--- config.mk ---
export PLATFORM = sky130hd
export DESIGN_NAME = exc_entry_ctrl
export DESIGN_NICKNAME = d
export VERILOG_FILES = /design/src/rtl/exc_entry_ctrl.sv
export SDC_FILE = /design/constraint.sdc
export NUM_CORES = 1
export LEC_CHECK = 0
export CAP_MARGIN = 30
export CORE_ASPECT_RATIO = 2
export CORE_MARGIN = 8
export CORE_UTILIZATION = 44
export DETAILED_ROUTE_END_ITERATION = 10
export HOLD_SLACK_MARGIN = 0.02
export PLACE_DENSITY = 0.8
export SYNTH_ARGS = -nofsm -noshare
export SYNTH_HDL_FRONTEND = slang
export SYNTH_SLANG_ARGS = --single-unit
--- constraint.sdc ---
create_clock -name clk -period 3.4 [get_ports clk]
set_input_delay 0.68 -clock clk [delete_from_list [all_inputs] [get_ports clk]]
set_output_delay 0.68 -clock clk [all_outputs]
set_load 0.05 [all_outputs]
--- src/rtl/exc_entry_ctrl.sv ---
// Exception entry sequencer.
// Accepts FIQ/IRQ/UND/SWI at an instruction boundary, then steps through
// SAVE (SPSR <- CPSR), SWITCH (mode change), LINK (LR write) and VECTOR
// (PC redirect). It stalls fetch/decode for the four cycles of the sequence.
// Every control output comes straight from a flop, so it is stable for the
// whole cycle.

module exc_entry_ctrl #(
  parameter logic [31:0] VECTOR_BASE = 32'h0000_0000
) (
  input  logic        clk,
  input  logic        clr,
  input  logic        irq,
  input  logic        fiq,
  input  logic        und_req,
  input  logic        swi_req,
  input  logic        instr_done,
  input  logic [31:0] cpsr,
  input  logic [31:0] pc_next,
  output logic [2:0]  change_m,
  output logic        w_spsr_s,
  output logic        write_spsr,
  output logic [2:0]  w_cpsr_s,
  output logic        write_cpsr,
  output logic [31:0] lr_value,
  output logic        write_lr,
  output logic [31:0] pc_vector,
  output logic        write_pc,
  output logic        stall,
  output logic        exc_taken,
  output logic [1:0]  exc_type
);

  localparam logic [2:0] IDLE   = 3'd0;
  localparam logic [2:0] SAVE   = 3'd1;
  localparam logic [2:0] SWITCH = 3'd2;
  localparam logic [2:0] LINK   = 3'd3;
  localparam logic [2:0] VECTOR = 3'd4;

  localparam logic [1:0] EXC_FIQ = 2'd0;
  localparam logic [1:0] EXC_IRQ = 2'd1;
  localparam logic [1:0] EXC_UND = 2'd2;
  localparam logic [1:0] EXC_SWI = 2'd3;

  // Registered copy of every control output.
  typedef struct packed {
    logic [2:0]  change_m;
    logic        w_spsr_s;
    logic        write_spsr;
    logic [2:0]  w_cpsr_s;
    logic        write_cpsr;
    logic [31:0] lr_value;
    logic        write_lr;
    logic [31:0] pc_vector;
    logic        write_pc;
    logic        stall;
    logic        exc_taken;
  } ctrl_t;

  logic [2:0]  state_q, state_d;
  logic [1:0]  type_q, type_d;
  logic [31:0] pc_q;
  logic        accept;
  logic        irq_s1, irq_s2, fiq_s1, fiq_s2;
  ctrl_t       ctrl_q, ctrl_d;

  // Only the I and F mask bits of the CPSR matter here.
  logic unused_cpsr;
  assign unused_cpsr = ^{cpsr[31:8], cpsr[5:0]};

  // Mode code driven on change_m for each cause.
  function automatic logic [2:0] mode_code(input logic [1:0] t);
    case (t)
      EXC_FIQ: mode_code = 3'd1;
      EXC_IRQ: mode_code = 3'd2;
      EXC_SWI: mode_code = 3'd3;
      default: mode_code = 3'd4;
    endcase
  endfunction

  // CPSR source select driven on w_cpsr_s for each cause.
  function automatic logic [2:0] cpsr_code(input logic [1:0] t);
    case (t)
      EXC_IRQ: cpsr_code = 3'd2;
      EXC_FIQ: cpsr_code = 3'd3;
      EXC_SWI: cpsr_code = 3'd4;
      default: cpsr_code = 3'd5;
    endcase
  endfunction

  // Vector table offset for each cause.
  function automatic logic [31:0] vec_offset(input logic [1:0] t);
    case (t)
      EXC_UND: vec_offset = 32'h04;
      EXC_SWI: vec_offset = 32'h08;
      EXC_IRQ: vec_offset = 32'h18;
      default: vec_offset = 32'h1C;
    endcase
  endfunction

  // Two-flop synchronizers for the asynchronous interrupt lines.
  // NOTE: sequential state uses non-blocking assignments so every flop samples pre-edge values.
  always_ff @(posedge clk or posedge clr) begin
    if (clr) begin
      irq_s1 <= 1'b0;
      irq_s2 <= 1'b0;
      fiq_s1 <= 1'b0;
      fiq_s2 <= 1'b0;
    end else begin
      irq_s1 <= irq;
      irq_s2 <= irq_s1;
      fiq_s1 <= fiq;
      fiq_s2 <= fiq_s1;
    end
  end

  // Prioritised acceptance at an instruction boundary, then the fixed walk.
  // NOTE: every variable gets a default first so no path infers a latch.
  always_comb begin
    state_d = state_q;
    type_d  = type_q;
    accept  = 1'b0;
    case (state_q)
      IDLE: begin
        if (instr_done) begin
          if (fiq_s2 && !cpsr[6]) begin
            accept = 1'b1;
            type_d = EXC_FIQ;
          end else if (irq_s2 && !cpsr[7]) begin
            accept = 1'b1;
            type_d = EXC_IRQ;
          end else if (und_req) begin
            accept = 1'b1;
            type_d = EXC_UND;
          end else if (swi_req) begin
            accept = 1'b1;
            type_d = EXC_SWI;
          end
        end
        if (accept) state_d = SAVE;
      end
      SAVE:    state_d = SWITCH;
      SWITCH:  state_d = LINK;
      LINK:    state_d = VECTOR;
      default: state_d = IDLE;
    endcase
  end

  // Outputs for the upcoming state, so the flops present them for that whole cycle.
  always_comb begin
    ctrl_d = '0;
    case (state_d)
      SAVE: begin
        ctrl_d.stall      = 1'b1;
        ctrl_d.write_spsr = 1'b1;
        ctrl_d.w_spsr_s   = 1'b1;
        ctrl_d.change_m   = mode_code(type_d);
      end
      SWITCH: begin
        ctrl_d.stall      = 1'b1;
        ctrl_d.write_cpsr = 1'b1;
        ctrl_d.w_cpsr_s   = cpsr_code(type_d);
        ctrl_d.change_m   = mode_code(type_d);
      end
      LINK: begin
        ctrl_d.stall    = 1'b1;
        ctrl_d.write_lr = 1'b1;
        ctrl_d.change_m = mode_code(type_d);
        ctrl_d.lr_value = (type_d == EXC_FIQ || type_d == EXC_IRQ) ? pc_q + 32'd4 : pc_q;
      end
      VECTOR: begin
        ctrl_d.stall     = 1'b1;
        ctrl_d.write_pc  = 1'b1;
        ctrl_d.exc_taken = 1'b1;
        ctrl_d.pc_vector = VECTOR_BASE + vec_offset(type_d);
      end
      default: ctrl_d = '0;
    endcase
  end

  // State, captured cause/PC and registered outputs.
  // NOTE: the capture registers are reset too, so a cleared controller never exposes stale cause or PC.
  always_ff @(posedge clk or posedge clr) begin
    if (clr) begin
      state_q <= IDLE;
      type_q  <= 2'd0;
      pc_q    <= 32'd0;
      ctrl_q  <= '0;
    end else begin
      state_q <= state_d;
      type_q  <= type_d;
      if (accept) pc_q <= pc_next;
      ctrl_q  <= ctrl_d;
    end
  end

  assign change_m   = ctrl_q.change_m;
  assign w_spsr_s   = ctrl_q.w_spsr_s;
  assign write_spsr = ctrl_q.write_spsr;
  assign w_cpsr_s   = ctrl_q.w_cpsr_s;
  assign write_cpsr = ctrl_q.write_cpsr;
  assign lr_value   = ctrl_q.lr_value;
  assign write_lr   = ctrl_q.write_lr;
  assign pc_vector  = ctrl_q.pc_vector;
  assign write_pc   = ctrl_q.write_pc;
  assign stall      = ctrl_q.stall;
  assign exc_taken  = ctrl_q.exc_taken;
  assign exc_type   = type_q;

endmodule

==> flow_summary.toml <==
[yosys]
synthTopCellsByArea = "dfrtp_1, mux2_2, buf_4"
ys_ff_latch = 87
yosysTopAreaCell = "dfrtp_1"
synth_edf_count = 0
synth_area_um2 = 4010
synth_top_family_by_area = "simple AND/OR/NAND/NOR gates"
synth_top_area_frac = 0.543
yosysSeqAreaShare = 0.543
synthCells = 349
synthMostInstantiatedCell = "dfrtp_1"
avgSynthCellArea_um2 = 11.5
synthArstFlopShare = 1.00
synth_compound_area_frac = 0.0879
yosys.area_share.adder = 0.0218
synth_simple_gate_area_frac = 0.145
synth_xor_area_frac = 0.0218
ys_types = 48
yosys_most_used_dff = "dfrtp_1"
synthTopCellsByCount = "dfrtp_1, buf_4, mux2_2"
yosys_warnings = 0
muxShareOfSynthArea = 0.0898

[clock_tree]
cts.sinks = 87
clk_latency_ns = 0.33
cts_tree = "done"
numCtsBuffers = 9
cts.htree.levels = 3
clockBufferDepth = 2
clk_pin_slew_ns = 0.06
root_buffer = "clkbuf_16"
cts_hold_buffers = 0

[finish]
layout-drive-gt1-share = 0.170
fin_util = 0.596
fin_nets = 533
finalNonFillerCells = 562
fillers = 725
antenna_cells = 0
syn_to_final_growth_pct = 33.0

[worst_setup_path]
worstPathArrival_ns = 3.44
path_class = "input pin to flop"
worstSetupStartpointType = "input pin"
r2r_slack_ns = 0.48
critPathRequiredTime_ns = 3.65
cp-end-kind = "flop"
crit_start = "instr_done"
endpoint = "lr_value[20]$_DFF_PP0_"
r2r_end = "lr_value[20]$_DFF_PP0_"
rr_worst_depth = 9
worst-path-max-fanout = 5
reg2reg_from = "state_q[1]$_DFF_PP0_"

[floorplanning]
die_area_um2 = 12600
rows = 49
core_area_um2 = 8950
io_pins = 150
dieHeight_um = 151
die_w_um = 83.5
start_util = 0.448

[drt]
drtAntennaViolNets = 0
detail_route.wl_per_cell_um = 17.8
dr.first_iter.drc_count = 213
dr.pass1.iters = 4
vias = 2988
via_per_inst = 5.32
routed_wl_mm = 9.99
route.detailed.drc = 0

[pwr]
p_int_w = 0.00314
combPwrFrac = 0.480
power-per-cell-area_nw_per_um2 = 1040
clockPowerShare = 0.183
vdd_drop_max_mv = 0.662
power_frac_seq = 0.337
p_switching_w = 0.00242
swShare = 0.435
p_leak_nw = 2.29

[sta]
rsz0062_at_grt = "false"
finalHoldViolCount = 0
relSlewSlack = 0.518
drv_slew = 0
final.period_utilization = 0.937
worst_pin_slew_ns = 0.722
max_freq_mhz = 314
setup_viol = 0
fin_setup_tns_ns = 0
clock_skew_ns = 0.00832
finalCriticalPeriod_ns = 3.19

[place]
place_congestion = 0.871
dpl.hpwl_mm = 7.62
dp.cells = 546
place.port_buffers = 90

[min_path]
hp-class = "flop to flop"

[global_routing]
grt_antenna_before_repair = 0
grt_max_degree = 44
grtUsageTotal = 0.161
overflow = 0
grt_pass1_wl_mm = 16.2
first_global_vias = 3278

[outcome]
status = "complete, no violations"

[job]
max_cap_viol_count = 0
## metal layers
metal	GRT usage	share of wire	vias up
met5	0	0	-
met4	0.105	0.041	0
met3	0.0452	0.061	27
met2	0.305	0.58	118
met1	0.144	0.32	1464
li1	-	-	1379
## cell usage in the layout (no fill, tap or decap), drive strengths merged, types with 2 or more instances in the layout
cell type / synthesis / routed
conb: 1 / 29
buf: 39 / 22
nand2b: 4 / 4
a21oi: 22 / 22
nand2: 13 / 13
nand4: 8 / 8
and4: 2 / 2
or4: 12 / 12
or3: 10 / 10
and2: 7 / 7
o21ai: 9 / 9
xnor2: 8 / 8
o22a: 2 / 2
ha: 7 / 7
o41ai: 2 / 2
nor4: 2 / 2
dfrtp: 87 / 87
nor2: 23 / 23
xor2: 2 / 2
o31ai: 10 / 10
o311ai: 2 / 2
inv: 11 / 12
or3b: 2 / 2
clkdlybuf4s50: 0 / 90
clkbuf: 5 / 13
nor3: 4 / 4
nand3: 8 / 8
or2: 2 / 2
mux2: 32 / 32
## flip-flops by register name, indices dropped and copies added, names as in the netlist
name / flops
state_q: 3
stall: 1
irq_s2: 1
change_m: 3
pc_vector: 3
exc_taken: 1
fiq_s2: 1
w_spsr_s: 1
w_cpsr_s: 3
write_cpsr: 1
lr_value: 32
pc_q: 32
exc_type: 2
irq_s1: 1
fiq_s1: 1
write_lr: 1
## cell families after synthesis
group	after synthesis
and+or+nand+nor	101
DFF	87
buffers and inverters	56
AOI/OAI and AO/OA	55
muxes	32
xor gates and xnor gates	10
adders and majority gates	7
other	1
## stage by stage
step	area [um2]	power (W)	setup WS (ns)	hold WS, ns
detailed placement	5010	0.00455	-0.197	0.342
global placement	5010	0.00445	-0.150	0.334
CTS	5330	0.00560	0.0754	0.357
finish	5340	0.00556	0.213	0.354
global route	5340	0.00587	0.0495	0.363
floorplan	4120	0.00362	0.470	0.331
## worst min-delay path by stage
stage	from	endpoint	slack [ns]	depth (start not counted)
2_1_floorplan	fiq_s1$_DFF_PP0_	fiq_s2$_DFF_PP0_	0.33	0
3_3_place_gp	irq_s1$_DFF_PP0_	irq_s2$_DFF_PP0_	0.33	0
3_5_place_dp	irq_s1$_DFF_PP0_	irq_s2$_DFF_PP0_	0.34	0
4_1_cts	irq_s1$_DFF_PP0_	irq_s2$_DFF_PP0_	0.36	0
5_1_grt	irq_s1$_DFF_PP0_	irq_s2$_DFF_PP0_	0.36	0
6_report	irq_s1$_DFF_PP0_	irq_s2$_DFF_PP0_	0.35	0
## cell type report
| cell class | count | area [um2] | share of cell area |
|---|---|---|---|
| flip-flops and latches | 87 | 2180 | 0.408 |
| inverters | 11 | 42.5 | 0.00797 |
| well taps | 102 | 128 | 0.0239 |
| clock inverters | 3 | 47.5 | 0.00891 |
| multi-input cells | 234 | 1590 | 0.298 |
| clock buffers | 13 | 270 | 0.0507 |
| repair buffers | 112 | 1080 | 0.202 |
## critical path, cell delays in order
cell	delay (ns)
clkdlybuf4s50_1	0.50
or4b_4	0.52
a21oi_1	0.15
o22a_1	0.21
ha_2	0.28
buf_4	0.14
or2_2	0.13
nand4_1	0.20
or4_1	0.46
a21oi_1	0.17
## power groups by stage
stage / combinational [W] / sequential, W / clock (W)
floorplan: 0.00109 / 0.00253 / 0
detailed placement: 0.00267 / 0.00188 / 0
CTS: 0.00269 / 0.00187 / 0.00104
global placement: 0.00260 / 0.00185 / 0
finish: 0.00266 / 0.00187 / 0.00102
global route: 0.00284 / 0.00193 / 0.00109
## repair_timing
action | in CTS | in global routing
resized for setup | 0 | 2
setup buffers | 0 | 0
endpoints found under the setup margin | 0 | 5
hold endpoints to repair | 0 | 0
No activity file was read; power rests on OpenSTA's default activity.
